--- src/rtl/if_fetch_queue_if.sv ---
// Bundles the fetch queue's instruction-memory port and decode handshake.
// The master side is the fetch queue; the slave side is memory plus decode.
interface if_fetch_queue_if #(
  parameter int WORD_W = 16
);
  logic [WORD_W-1:0] mem_addr;
  logic              mem_read;
  logic [1:0]        mem_byte_enable;
  logic              mem_resp;
  logic [WORD_W-1:0] mem_rdata;
  logic              out_valid;
  logic              out_ready;
  logic [WORD_W-1:0] out_pc;
  logic [WORD_W-1:0] out_inst;
  logic              out_pred_taken;

  modport master (
    output mem_addr, mem_read, mem_byte_enable,
    input  mem_resp, mem_rdata,
    output out_valid, out_pc, out_inst, out_pred_taken,
    input  out_ready
  );

  modport slave (
    input  mem_addr, mem_read, mem_byte_enable,
    output mem_resp, mem_rdata,
    input  out_valid, out_pc, out_inst, out_pred_taken,
    output out_ready
  );
endinterface

--- src/rtl/if_fetch_queue.sv ---
// Fetch stage with a QDEPTH-entry prefetch queue between instruction memory and decode.
// Define FETCH_PREDECODE_EN to predict backward BR words taken at fetch time.
module if_fetch_queue #(
  parameter int              WORD_W   = 16,
  parameter int              QDEPTH   = 4,
  parameter logic [WORD_W-1:0] RESET_PC = '0
) (
  input  logic                         clk,
  input  logic                         rst_n,
  input  logic                         redirect_valid,
  input  logic [WORD_W-1:0]            redirect_pc,
  if_fetch_queue_if.master             bus,
  output logic [$clog2(QDEPTH+1)-1:0]  q_count
);

  localparam int PW = $clog2(QDEPTH);
  localparam int CW = $clog2(QDEPTH+1);

  typedef enum logic [1:0] {
    IDLE,
    FETCH,
    DISCARD
  } state_t;

  state_t            state, state_next;
  logic [WORD_W-1:0] fetch_pc, fetch_pc_next;
  logic [WORD_W-1:0] addr_q, addr_next;
  logic [CW-1:0]     count, count_next;
  logic [PW-1:0]     head, tail;

  logic [WORD_W-1:0] pc_q   [QDEPTH];
  logic [WORD_W-1:0] inst_q [QDEPTH];
  logic [QDEPTH-1:0] pred_q;

  logic              push, pop, room;
  logic              pred_hit;
  logic [WORD_W-1:0] seq_pc, push_next_pc;

  assign seq_pc = fetch_pc + WORD_W'(2);

`ifdef FETCH_PREDECODE_EN
  // Backward BR with all condition bits set is treated as an always-taken loop branch.
  logic [WORD_W-1:0] br_target;
  assign pred_hit  = (bus.mem_rdata[15:12] == 4'b0000) &&
                     (bus.mem_rdata[11:9] == 3'b111) && bus.mem_rdata[8];
  assign br_target = seq_pc + {{(WORD_W-10){bus.mem_rdata[8]}}, bus.mem_rdata[8:0], 1'b0};
  assign push_next_pc = pred_hit ? br_target : seq_pc;
`else
  assign pred_hit     = 1'b0;
  assign push_next_pc = seq_pc;
`endif

  // Next-state logic; a redirect overrides push, pop and any normal transition.
  always_comb begin
    push          = (state == FETCH) && bus.mem_resp && !redirect_valid;
    pop           = bus.out_valid && bus.out_ready && !redirect_valid;
    count_next    = redirect_valid ? '0 : count + CW'(push) - CW'(pop);
    room          = count_next < CW'(QDEPTH);
    state_next    = state;
    fetch_pc_next = fetch_pc;
    addr_next     = addr_q;

    unique case (state)
      IDLE: begin
        if (redirect_valid) begin
          fetch_pc_next = redirect_pc;
          addr_next     = redirect_pc;
          state_next    = FETCH;
        end else if (room) begin
          addr_next  = fetch_pc;
          state_next = FETCH;
        end
      end
      FETCH: begin
        if (redirect_valid) begin
          fetch_pc_next = redirect_pc;
          if (bus.mem_resp) begin
            addr_next  = redirect_pc;
            state_next = FETCH;
          end else begin
            state_next = DISCARD;
          end
        end else if (bus.mem_resp) begin
          fetch_pc_next = push_next_pc;
          if (room) begin
            addr_next  = push_next_pc;
            state_next = FETCH;
          end else begin
            state_next = IDLE;
          end
        end
      end
      DISCARD: begin
        // The stale read must finish at its original address before refetching.
        if (redirect_valid) fetch_pc_next = redirect_pc;
        if (bus.mem_resp) begin
          addr_next  = fetch_pc_next;
          state_next = FETCH;
        end
      end
      default: state_next = IDLE;
    endcase
  end

  always_ff @(posedge clk or negedge rst_n) begin
    if (!rst_n) begin
      state    <= IDLE;
      fetch_pc <= RESET_PC;
      addr_q   <= RESET_PC;
      count    <= '0;
      head     <= '0;
      tail     <= '0;
      pred_q   <= '0;
      for (int i = 0; i < QDEPTH; i++) begin
        pc_q[i]   <= '0;
        inst_q[i] <= '0;
      end
    end else begin
      state    <= state_next;
      fetch_pc <= fetch_pc_next;
      addr_q   <= addr_next;
      count    <= count_next;
      if (redirect_valid) begin
        head <= '0;
        tail <= '0;
      end else begin
        if (push) begin
          pc_q[tail]   <= fetch_pc;
          inst_q[tail] <= bus.mem_rdata;
          pred_q[tail] <= pred_hit;
          tail         <= tail + PW'(1);
        end
        if (pop) head <= head + PW'(1);
      end
    end
  end

  assign bus.mem_read        = (state == FETCH) || (state == DISCARD);
  assign bus.mem_addr        = addr_q;
  assign bus.mem_byte_enable = 2'b11;
  assign bus.out_valid       = (count != '0);
  assign bus.out_pc          = pc_q[head];
  assign bus.out_inst        = inst_q[head];
  assign bus.out_pred_taken  = pred_q[head];
  assign q_count             = count;

endmodule
--- src/flat_wrapper.sv ---
// flat-port wrapper written by rule: the top's interface ports become plain ports
module if_fetch_queue_flat 
#(
  parameter int              WORD_W   = 16,
  parameter int              QDEPTH   = 4,
  parameter logic [WORD_W-1:0] RESET_PC = '0
)
  (clk, rst_n, redirect_valid, redirect_pc, q_count, bus_mem_addr, bus_mem_read, bus_mem_byte_enable, bus_mem_resp, bus_mem_rdata, bus_out_valid, bus_out_pc, bus_out_inst, bus_out_pred_taken, bus_out_ready);
  if_fetch_queue_if #(.WORD_W(WORD_W)) bus_i ();
  input  logic clk;
  input  logic rst_n;
  input  logic redirect_valid;
  input  logic [WORD_W-1:0] redirect_pc;
  output logic [$clog2(QDEPTH+1)-1:0] q_count;
  output wire logic [$bits(bus_i.mem_addr)-1:0] bus_mem_addr;
  output wire logic [$bits(bus_i.mem_read)-1:0] bus_mem_read;
  output wire logic [$bits(bus_i.mem_byte_enable)-1:0] bus_mem_byte_enable;
  input wire logic [$bits(bus_i.mem_resp)-1:0] bus_mem_resp;
  input wire logic [$bits(bus_i.mem_rdata)-1:0] bus_mem_rdata;
  output wire logic [$bits(bus_i.out_valid)-1:0] bus_out_valid;
  output wire logic [$bits(bus_i.out_pc)-1:0] bus_out_pc;
  output wire logic [$bits(bus_i.out_inst)-1:0] bus_out_inst;
  output wire logic [$bits(bus_i.out_pred_taken)-1:0] bus_out_pred_taken;
  input wire logic [$bits(bus_i.out_ready)-1:0] bus_out_ready;
  assign bus_mem_addr = bus_i.mem_addr;
  assign bus_mem_read = bus_i.mem_read;
  assign bus_mem_byte_enable = bus_i.mem_byte_enable;
  assign bus_i.mem_resp = bus_mem_resp;
  assign bus_i.mem_rdata = bus_mem_rdata;
  assign bus_out_valid = bus_i.out_valid;
  assign bus_out_pc = bus_i.out_pc;
  assign bus_out_inst = bus_i.out_inst;
  assign bus_out_pred_taken = bus_i.out_pred_taken;
  assign bus_i.out_ready = bus_out_ready;
  if_fetch_queue #(.WORD_W(WORD_W), .QDEPTH(QDEPTH), .RESET_PC(RESET_PC)) u_core (.clk(clk), .rst_n(rst_n), .redirect_valid(redirect_valid), .redirect_pc(redirect_pc), .bus(bus_i), .q_count(q_count));
endmodule
--- config.mk ---
export PLATFORM = sky130hd
export DESIGN_NAME = if_fetch_queue_flat
export DESIGN_NICKNAME = d
export VERILOG_FILES = /design/src/rtl/if_fetch_queue_if.sv /design/src/rtl/if_fetch_queue.sv /design/src/flat_wrapper.sv
export SDC_FILE = /design/constraint.sdc
export NUM_CORES = 1
export LEC_CHECK = 0
export ABC_AREA = 1
export BUFFER_PORTS_ARGS = -buffer_cell sky130_fd_sc_hd__buf_2
export CORE_ASPECT_RATIO = 0.5
export CORE_MARGIN = 1
export CORE_UTILIZATION = 59
export DETAILED_ROUTE_END_ITERATION = 8
export PLACE_DENSITY = 0.8
export SLEW_MARGIN = 5
export SYNTH_ARGS = -nofsm -noshare
export SYNTH_HDL_FRONTEND = slang
export SYNTH_SLANG_ARGS = --single-unit
--- constraint.sdc ---
create_clock -name clk -period 3.3 [get_ports clk]
set_input_delay 0 -clock clk [delete_from_list [all_inputs] [get_ports clk]]
set_output_delay 0 -clock clk [all_outputs]
set_load 0.01 [all_outputs]
==> metrics.cfg, run 1 <==
[cts]
cts.hold.buffers_added = 20
ctsResizeCount = 0
clk_path_buf_depth = 2
path_clk_slew_ns = 0.07
cts_setup_buffers = 0
cts.sinks = 173
htree_levels = 4
clock_latency_ns = 0.43
cts_tree = built
cts_made_buffers = 17
cts-root-buf = clkbuf_16

[setup_path]
setup.worst_path.end = u_core.bus.mem_addr[4]
required_ns = 3.67
timing.rr.end = u_core.bus.mem_addr[4]
cp-end-kind = flip-flop
crit_cells = 16
cpMaxStageDelayCell = dfrtp_1
crit_chain = inv_1 > nand3_1 > nand2_1 > nor2_1 > ha_1 > inv_1 > ha_1 > inv_1 > fa_1 > inv_1 > nand2_1 > nand3_1 > nand2_1 > a21boi_2 > o21ai_0 > nand2_1
worstSetupPathType = reg2reg
worst_ep_arrival_time_ns = 3.14
crit_fanout = 13
crit_start = u_core.q_count[1]
worstSetupStartpointType = flip-flop
r2r_cells = 16
cp_top_family = adder cells
critPathMaxStageDelay_ns = 0.43
r2r-start = u_core.q_count[1]
r2r_setup_slack_ns = 0.53
cp_num_buf_inv = 4

[yosys]
synth_area_per_cell_um2 = 8.48
synth.area.top_cells = dfrtp_1 50%, nand2_1 11%, o21ai_2 7.4%
yosys_warnings = 0
synth_top_family_by_area = compound AO/OA/AOI/OAI gates
synth-simple-area-share_pct = 19.1
synthCells = 1029
async_flop_share_pct = 100
synthAdderAreaFrac_pct = 1.81
yosysSeqAreaShare_pct = 49.6
synth_top_area_cell = dfrtp_1
yosys.cell_types.count = 34
ys_seq_elements = 173
synth_mux_area_share_pct = 0
synth_top_area_share_pct = 49.6
synth_compound_area_share_pct = 21.5
synth-edff-count = 0
synth_area_um2 = 8720
synth-xor-area-share_pct = 0
synthFlopType = dfrtp_1

[floorplanning]
start_util_pct = 62.5
ioPinCount = 93
dieWidth_um = 174
die_y_um = 88.0
dieArea_um2 = 15300
rows = 30
fp.coreArea_um2 = 14000

[detailed_routing]
ant_nets = 0
via_per_inst = 5.70
drt_iter0_drc = 833
drt-wirelength-per-cell_um = 16.0
vias = 7484
firstDrtPassIters = 6
routed_wl_mm = 21.1
drc = 0

[final_layout]
layout_commonest_cell = nand2_1
drive_gt1_share_pct = 20.1
syn_to_final_growth_pct = 13.8
num_antenna_cells = 0
finalNetCount = 1158
fin_util_pct = 71.1
mostFrequentLayoutCells = 266 x nand2_1, 172 x dfrtp_1, 124 x o21ai_0

[timing]
min_period_ns = 2.77
final_max_slew_viol_count = 0
setup_viol = 0
worst_slew_pin_slew_ns = 1.11
finalHoldViolCount = 0
skew_ns = 0.0104
tns_ns = 0
rsz0062_at_grt = no
maxSlewHeadroom_pct = 25.7
final.period_utilization_pct = 84.0
max_freq_mhz = 361

[place]
place_hpwl_mm = 12.5
gp_congestion = 0.890
portBuffers = 90

[global_routing]
antenna_found_initial = 0
grt_pass1_wl_mm = 35.3
grt_max_degree = 96
grtUsageTotal_pct = 29.4
global_route.overflow_total = 0
grt_pass1_vias = 7043

[pwr]
totalPowerFinal_uw = 9580
leakage_uw = 0.00495
vdd_drop_max_mv = 0.567
power.density_nw_per_um2 = 965

[hold_path]
worst_hold_path_type = in2reg

[run_status]
outcome = complete, no violations

[job]
drv_cap = 0

## metrics by stage
stage          cells  setup slack, ns  hold slack, ns  instance area [um^2]
6_report        1314            0.529          0.0244                  9930
5_1_grt         1314            0.155          0.0705                  9930
4_1_cts         1314            0.515          0.0170                  9930
3_5_place_dp    1262            0.539           0.146                  9100
3_3_place_gp    1262            0.601           0.146                  9100
2_1_floorplan   1030            0.726          -0.296                  8730
## cell families after synthesis
kind of cell,Yosys count
fa+ha+maj,12
buf+inv,130
simple gates,407
compound gates,306
other cells,1
flops,173
## synthesized netlist by cell type, types with 4 or more instances
| master | n |
|---|---|
| nand2_1 | 266 |
| nor2_1 | 91 |
| inv_1 | 65 |
| buf_4 | 7 |
| o21ai_1 | 46 |
| a21oi_1 | 19 |
| dfrtp_1 | 173 |
| o22ai_1 | 33 |
| o21ai_0 | 124 |
| ha_1 | 11 |
| clkbuf_1 | 27 |
| o21ai_2 | 74 |
| nand4_1 | 6 |
| buf_2 | 5 |
| buf_6 | 21 |
| nand3_1 | 31 |
| a21boi_0 | 4 |
## where the power goes
group	internal, uW	switching, uW
combinational	1410	2640
clock	1250	883
sequential	2920	480
total	5580	4000
## how the worst min path moves through the flow
stage,startpoint,to,slack [ns],cells past startpoint
3_5_place_dp,rst_n,u_core.q_count[1],0.15,1
4_1_cts,redirect_pc[10],u_core.bus.mem_addr[10],0.02,5
3_3_place_gp,rst_n,u_core.q_count[2],0.15,1
2_1_floorplan,rst_n,u_core.bus.mem_addr[0],-0.30,0
6_report,redirect_pc[10],u_core.bus.mem_addr[10],0.02,5
5_1_grt,redirect_pc[4],u_core.bus.mem_addr[4],0.07,5
## sequential cells by signal, summed over array words and instances (netlist names)
name                 count
u_core.bus.mem_addr     16
u_core.tail              2
u_core.q_count           3
u_core.head              2
u_core.inst_q           64
u_core.pred_q            4
u_core.state             2
u_core.fetch_pc         16
u_core.pc_q             64
## layer usage
layer	vias up	GRT usage [%]	routed length (um)
met5	-	0	0
met4	0	7.89	295
met3	29	6.16	1530
met2	316	48.1	9800
met1	3572	40.3	9460
li1	3567	-	-
## final cells by class
cell class | instances | area [um^2]
Fill cell | 1103 | 4040
Sequential cell | 173 | 4330
Inverter | 69 | 264
Clock buffer | 19 | 453
Multi-Input combinational cell | 727 | 3710
Tap cell | 192 | 240
Clock inverter | 13 | 176
Timing Repair Buffer | 121 | 752
## worst register-to-register path, cell delays in order, from the launching register on
cell      delay [ns]
dfrtp_1         0.43
inv_1           0.09
nand3_1         0.10
nand2_1         0.11
nor2_1          0.05
ha_1            0.28
inv_1           0.06
ha_1            0.13
inv_1           0.05
fa_1            0.38
inv_1           0.07
nand2_1         0.05
nand3_1         0.10
nand2_1         0.11
a21boi_2        0.42
o21ai_0         0.19
nand2_1         0.09
Power figures use the tool's default switching activity.
==> inputs of run 2 (changes only) <==
==> constraint.sdc (replaced) <==
create_clock -name clk -period 2.6 [get_ports clk]
set_input_delay 0 -clock clk [delete_from_list [all_inputs] [get_ports clk]]
set_output_delay 0 -clock clk [all_outputs]
set_load 0.01 [all_outputs]
==> run 2 against run 1 <==
Final area grew 1.1%. Fmax grew 17%. Largest cell class unchanged. Routed wire length fell by 0.27%. Global-route usage is 0.45 points lower. Die area stayed put. Final cell count increased by 0.76%.
==> metrics.cfg, run 2 (synthesis results as in run 1) <==
[run_status]
outcome = complete, no violations

[timing]
hold_ws_ns = 0.0146  ; -0.00976 ns
maxSlewHeadroom_pct = 45.1  ; +19 points
skew_ns = 0.00746  ; -0.00295 ns
final_max_slew_viol_count = 0  ; unchanged
final.period_utilization_pct = 91.4  ; +7.4 points
min_period_ns = 2.38  ; -0.394 ns
max_freq_mhz = 421  ; +17%
finalHoldViolCount = 0  ; unchanged
setup_viol = 0  ; unchanged
rsz0062_at_grt = no
worst_slew_pin_slew_ns = 0.823  ; -0.290 ns
tns_ns = 0  ; unchanged

[place]
place_hpwl_mm = 12.4  ; -1.0%
place_area_um2 = 9170  ; +0.80%
gp_congestion = 0.895  ; +0.57%
dp_cells = 1270  ; +0.63%
portBuffers = 90  ; unchanged

[final_layout]
mostFrequentLayoutCells = 263 x nand2_1, 172 x dfrtp_1, 124 x o21ai_0
num_antenna_cells = 0  ; unchanged
stdcell_count = 1324  ; +0.76%
fin_util_pct = 71.9  ; +0.77 points
fillCellCount = 1120  ; +1.5%
top_regs = u_core.inst_q: 64 flops, u_core.pc_q: 64 flops
fin_area_um2 = 10000  ; +1.1%
drive_gt1_share_pct = 21.4  ; +1.2 points
syn_to_final_growth_pct = 15.1
layout_commonest_cell = nand2_1
finalNetCount = 1168  ; +0.86%

[setup_path]
crit_fanout = 7  ; -6
required_ns = 2.96  ; -0.71 ns
r2r_cells = 17  ; +1
worstSetupStartpointType = flip-flop
worst_ep_arrival_time_ns = 2.74  ; -0.40 ns
timing.rr.end = u_core.bus.mem_addr[13]
cp-end-kind = flip-flop
worstSetupPathType = reg2reg
r2r_setup_slack_ns = 0.22  ; -0.31 ns
r2r-start = u_core.q_count[0]

[cts]
path_clk_slew_ns = 0.07  ; about the same
cts-root-buf = clkbuf_16
clk_path_buf_depth = 2  ; unchanged
htree_levels = 4  ; unchanged
cts_made_buffers = 17  ; unchanged
cts.sinks = 173  ; unchanged
cts_setup_buffers = 0  ; unchanged
cts_tree = built
clock_latency_ns = 0.42  ; about the same

[pwr]
leakage_uw = 0.00501  ; +1.2%
vdd_drop_max_mv = 0.690  ; +22%
p_sw_uw = 5120  ; +28%
comb_power_share_pct = 43.6  ; +1.4 points
power_frac_seq_pct = 35.3  ; -0.2 points
intPower_uw = 7100  ; +27%
swShare_pct = 41.9  ; +0.12 points
power.density_nw_per_um2 = 1220  ; +26%
p_clk_share_pct = 21.1  ; -1.1 points

[detailed_routing]
via_per_inst = 5.70  ; about the same
drt-wirelength-per-cell_um = 15.9  ; -1.0%
vias = 7546  ; +0.83%
ant_nets = 0  ; unchanged
firstDrtPassIters = 6  ; unchanged
drc = 0  ; unchanged
routed_wl_mm = 21.0  ; -0.27%
drt_iter0_drc = 756  ; -9.2%

[global_routing]
grt_pass1_vias = 7008  ; -0.50%
grt_pass1_wl_mm = 34.7  ; -1.7%
antenna_found_initial = 0  ; unchanged
global_route.overflow_total = 0  ; unchanged
grtUsageTotal_pct = 28.9  ; -0.45 points
grt_max_degree = 89  ; -7.3%

[floorplanning]
die_y_um = 88.0  ; unchanged
start_util_pct = 62.5  ; unchanged
rows = 30  ; unchanged
ioPinCount = 93  ; unchanged
dieArea_um2 = 15300  ; unchanged
dieWidth_um = 174  ; unchanged
fp.coreArea_um2 = 14000  ; unchanged

[job]
drv_cap = 0  ; unchanged

[hold_path]
min_from = redirect_pc[4]
hold_end = u_core.bus.mem_addr[4]
worst_hold_path_type = in2reg
min_path_cells = 5  ; unchanged

run 2: worst max path at each step:
stage / start / end / cells after the start
floorplan: u_core.state[1] / u_core.bus.mem_addr[4] / 18
global placement: u_core.q_count[2] / u_core.bus.mem_addr[2] / 15
detailed placement: u_core.q_count[0] / u_core.bus.mem_addr[1] / 15
CTS: u_core.q_count[0] / u_core.bus.mem_addr[1] / 16
global route: u_core.q_count[0] / u_core.bus.mem_addr[10] / 17
finish: u_core.q_count[0] / u_core.bus.mem_addr[13] / 17
run 2: repair_timing:
| item | in CTS | in global routing |
|---|---|---|
| gates resized for setup | 0 | 14 |
| hold buffers | 20 | 0 |
| endpoints found under the setup margin | 0 | 16 |
| endpoints found under the hold margin | 152 | 0 |
run 2: layout make-up:
cell class	count	area [um^2]	area share (%)
Multi-Input combinational cell	728	3760	37.5
Clock buffer	22	494	4.92
Timing Repair Buffer	130	840	8.37
Tap cell	192	240	2.39
Sequential cell	173	4330	43.1
Inverter	69	264	2.63
Clock inverter	10	104	1.03
run 2: critical path, cell delays in order (launching register included):
cell      delay, ns
dfrtp_1        0.40
inv_1          0.08
nand3_1        0.10
nand2_2        0.08
nor2_1         0.04
ha_1           0.26
inv_1          0.06
ha_1           0.13
inv_1          0.05
fa_2           0.33
inv_1          0.06
nand2_1        0.06
nand3_2        0.10
nand2_4        0.08
a21boi_4       0.19
buf_6          0.15
nand3_1        0.07
nand2_1        0.07
run 2: power by group through the flow:
| stage | combinational, uW | sequential, uW | clock, uW |
|---|---|---|---|
| 3_5_place_dp | 5080 | 4310 | 0 |
| 3_3_place_gp | 4920 | 4280 | 0 |
| 2_1_floorplan | 3580 | 4250 | 0 |
| 4_1_cts | 5150 | 4290 | 2580 |
| 6_report | 5320 | 4310 | 2580 |
| 5_1_grt | 5940 | 4420 | 2700 |
run 2: metal layers:
layer / global-route usage, % / share of wire [%] / vias up / wire (um)
li1: - / - / 3599 / -
met2: 45.4 / 46 / 305 / 9630
met4: 9.09 / 1.3 / 0 / 276
met1: 41.4 / 47 / 3607 / 9840
met5: 0 / 0 / - / 0
met3: 5.21 / 6.1 / 35 / 1280
run 2: metrics by stage:
step                      setup WS [ns]  power [uW]
after CTS                       0.00600       12000
after floorplan                  0.0258        7830
after global placement            0.174        9190
after global routing             0.0442       13100
after detailed placement        0.00754        9400
final                             0.223       12200
==> inputs of run 3 (changes only) <==
--- a/config.mk
+++ b/config.mk
@@ -8,10 +8,12 @@
 export ABC_AREA = 1
 export BUFFER_PORTS_ARGS = -buffer_cell sky130_fd_sc_hd__buf_2
 export CORE_ASPECT_RATIO = 0.5
-export CORE_MARGIN = 1
+export CORE_MARGIN = 4
 export CORE_UTILIZATION = 59
 export DETAILED_ROUTE_END_ITERATION = 8
 export PLACE_DENSITY = 0.8
+export REMOVE_ABC_BUFFERS = 1
+export SETUP_SLACK_MARGIN = 0.2
 export SLEW_MARGIN = 5
 export SYNTH_ARGS = -nofsm -noshare
 export SYNTH_HDL_FRONTEND = slang
==> run 3 against run 2 <==
Register-to-register slack lost 0.03 ns. Fmax fell by 1.4%. Clock-buffer cell count fell by 3. Combinational power increased by 1%. Hold slack gained 0.014 ns. First-iteration DRC count up 13%. Final area grew 0.14%. Sequential cell count did not move. Sequential share of layout area shrank 0.059 points. Critical endpoint unchanged.
==> metrics.cfg, run 3 (synthesis results as in run 1) <==
[run_status]
outcome = complete, no violations

[job]
drv_cap = 0  ; unchanged

[final_layout]
mostFrequentLayoutCells = 257 x nand2_1, 172 x dfrtp_1, 123 x o21ai_0
stdcell_count = 1331  ; +0.53%
finalNetCount = 1169  ; +0.086%
syn_to_final_growth_pct = 15.2
layout_commonest_cell = nand2_1
top_regs = u_core.inst_q: 64 flops, u_core.pc_q: 64 flops
drive_gt1_share_pct = 22.4  ; +1.0 points
fin_area_um2 = 10000  ; +0.14%
num_antenna_cells = 0  ; unchanged
fillCellCount = 1139  ; +1.7%

[pwr]
vdd_drop_max_mv = 0.642  ; -7.0%
leakage_uw = 0.00498  ; -0.52%
power.density_nw_per_um2 = 1200  ; -1.2%
totalPowerFinal_uw = 12100  ; -1.1%

[timing]
maxSlewHeadroom_pct = 45.0  ; -0.080 points
skew_ns = 0.00792  ; +0.000462 ns
worst_slew_pin_slew_ns = 0.824  ; +0.00120 ns
hold_ws_ns = 0.0288  ; +0.0142 ns
final.period_utilization_pct = 92.8  ; +1.3 points
rsz0062_at_grt = yes
max_freq_mhz = 415  ; -1.4%
min_period_ns = 2.41  ; +0.0349 ns
final_max_slew_viol_count = 0  ; unchanged
finalHoldViolCount = 0  ; unchanged
setup_viol = 0  ; unchanged

[setup_path]
timing.rr.end = u_core.bus.mem_addr[13]
r2r_cells = 15  ; -2
cp_top_family = adder cells
critPathMaxStageDelay_ns = 0.42  ; +0.02 ns
worstSetupPathType = reg2reg
required_ns = 2.98  ; +0.02 ns
cp-end-kind = flip-flop
cp_num_buf_inv = 5  ; unchanged
r2r-start = u_core.state[1]
worst_ep_arrival_time_ns = 2.79  ; +0.05 ns
cpMaxStageDelayCell = dfrtp_1
r2r_setup_slack_ns = 0.19  ; -0.03 ns
worstSetupStartpointType = flip-flop
crit_fanout = 7  ; unchanged
crit_chain = inv_1 > ha_2 > inv_6 > nor3_4 > ha_2 > inv_2 > fa_2 > inv_2 > nand2_2 > nand3_4 > nand2_4 > a21boi_4 > buf_6 > nand3_1 > nand2_1

[place]
place_hpwl_mm = 12.7  ; +2.9%
portBuffers = 90  ; unchanged
dp_cells = 1271  ; +0.079%
gp_congestion = 0.865  ; -3.3%
place_area_um2 = 9150  ; -0.19%

[floorplanning]
ioPinCount = 93  ; unchanged
rows = 31  ; +3.3%
dieArea_um2 = 16900  ; +11%
fp.coreArea_um2 = 14500  ; +3.6%
die_y_um = 94.0  ; +6.8%
start_util_pct = 60.3  ; -2.2 points
dieWidth_um = 180  ; +3.4%

[detailed_routing]
drt-wirelength-per-cell_um = 15.7  ; -1.3%
firstDrtPassIters = 6  ; unchanged
vias = 7539  ; -0.093%
drc = 0  ; unchanged
via_per_inst = 5.66  ; -0.62%
drt_iter0_drc = 852  ; +13%
routed_wl_mm = 20.9  ; -0.81%
ant_nets = 0  ; unchanged

[cts]
clk_path_buf_depth = 2  ; unchanged
htree_levels = 4  ; unchanged
clock_latency_ns = 0.43  ; about the same
cts.sinks = 173  ; unchanged
cts_made_buffers = 17  ; unchanged
path_clk_slew_ns = 0.07  ; about the same
cts_tree = built
cts-root-buf = clkbuf_16

[global_routing]
grt_pass1_vias = 7151  ; +2.0%
grt_pass1_wl_mm = 34.9  ; +0.44%
antenna_found_initial = 0  ; unchanged
grtUsageTotal_pct = 25.2  ; -3.7 points
grt_max_degree = 87  ; -2.2%
global_route.overflow_total = 0  ; unchanged

[hold_path]
min_path_cells = 5  ; unchanged
worst_hold_path_type = in2reg
hold_end = u_core.fetch_pc[14]
min_from = redirect_pc[14]

run 3: power breakdown:
part / total, uW / internal (uW) / switching [uW] / leakage, uW
logic: 5390 / 1960 / 3420 / 0.00247
clock network: 2370 / 1240 / 1130 / 0.000254
registers: 4320 / 3710 / 613 / 0.00225
total: 12100 / 6910 / 5160 / 0.00498
run 3: cell type report:
type / instances / area [um^2] / share of cell area (%)
Sequential cell: 173 / 4330 / 43.1
Multi-Input combinational cell: 728 / 3800 / 37.8
Timing Repair Buffer: 131 / 865 / 8.60
Clock buffer: 19 / 433 / 4.31
Inverter: 69 / 264 / 2.63
Tap cell: 198 / 248 / 2.47
Clock inverter: 13 / 110 / 1.10
run 3: how the worst max path moves through the flow:
stage                     slack, ns               from  cells after the start                       to
after floorplan               -0.65    u_core.state[1]                     14   u_core.bus.mem_addr[4]
after global placement         0.11  u_core.q_count[1]                     15   u_core.bus.mem_addr[1]
after detailed placement       0.03  u_core.q_count[1]                     15   u_core.bus.mem_addr[5]
after CTS                      0.20  u_core.q_count[0]                     15   u_core.bus.mem_addr[1]
after global routing           0.09  u_core.q_count[2]                     17  u_core.bus.mem_addr[10]
final                          0.19    u_core.state[1]                     15  u_core.bus.mem_addr[13]
run 3: repair_timing:
item / in CTS / in global routing
setup buffers: 2 / 2
cloned: 0 / 2
resized for setup: 5 / 27
endpoints found under the hold margin: 155 / 0
setup endpoints to repair: 17 / 18
pin swaps: 2 / 7
hold buffers: 22 / 0
run 3: metrics by stage:
stage / setup WS (ns) / utilization (%) / TNS (ns)
2_1_floorplan: -0.655 / - / -14.62
3_3_place_gp: 0.114 / 63.3 / 0
3_5_place_dp: 0.0314 / 63.3 / 0
4_1_cts: 0.200 / 68.8 / 0
5_1_grt: 0.0929 / 69.5 / 0
6_report: 0.188 / 69.5 / 0
run 3: layer usage:
| metal | routed length (um) | vias up | GRT usage (%) |
|---|---|---|---|
| met3 | 1570 | 41 | 5.49 |
| met1 | 9370 | 3604 | 35.3 |
| met5 | 0 | - | 0 |
| met2 | 9620 | 298 | 40.7 |
| li1 | - | 3596 | - |
| met4 | 295 | 0 | 6.08 |
run 3: worst min-delay path, cell delays in order:
cell	delay, ns
buf_2	0.09
o21ai_1	0.09
a21oi_1	0.13
nand2_1	0.05
o21ai_0	0.06
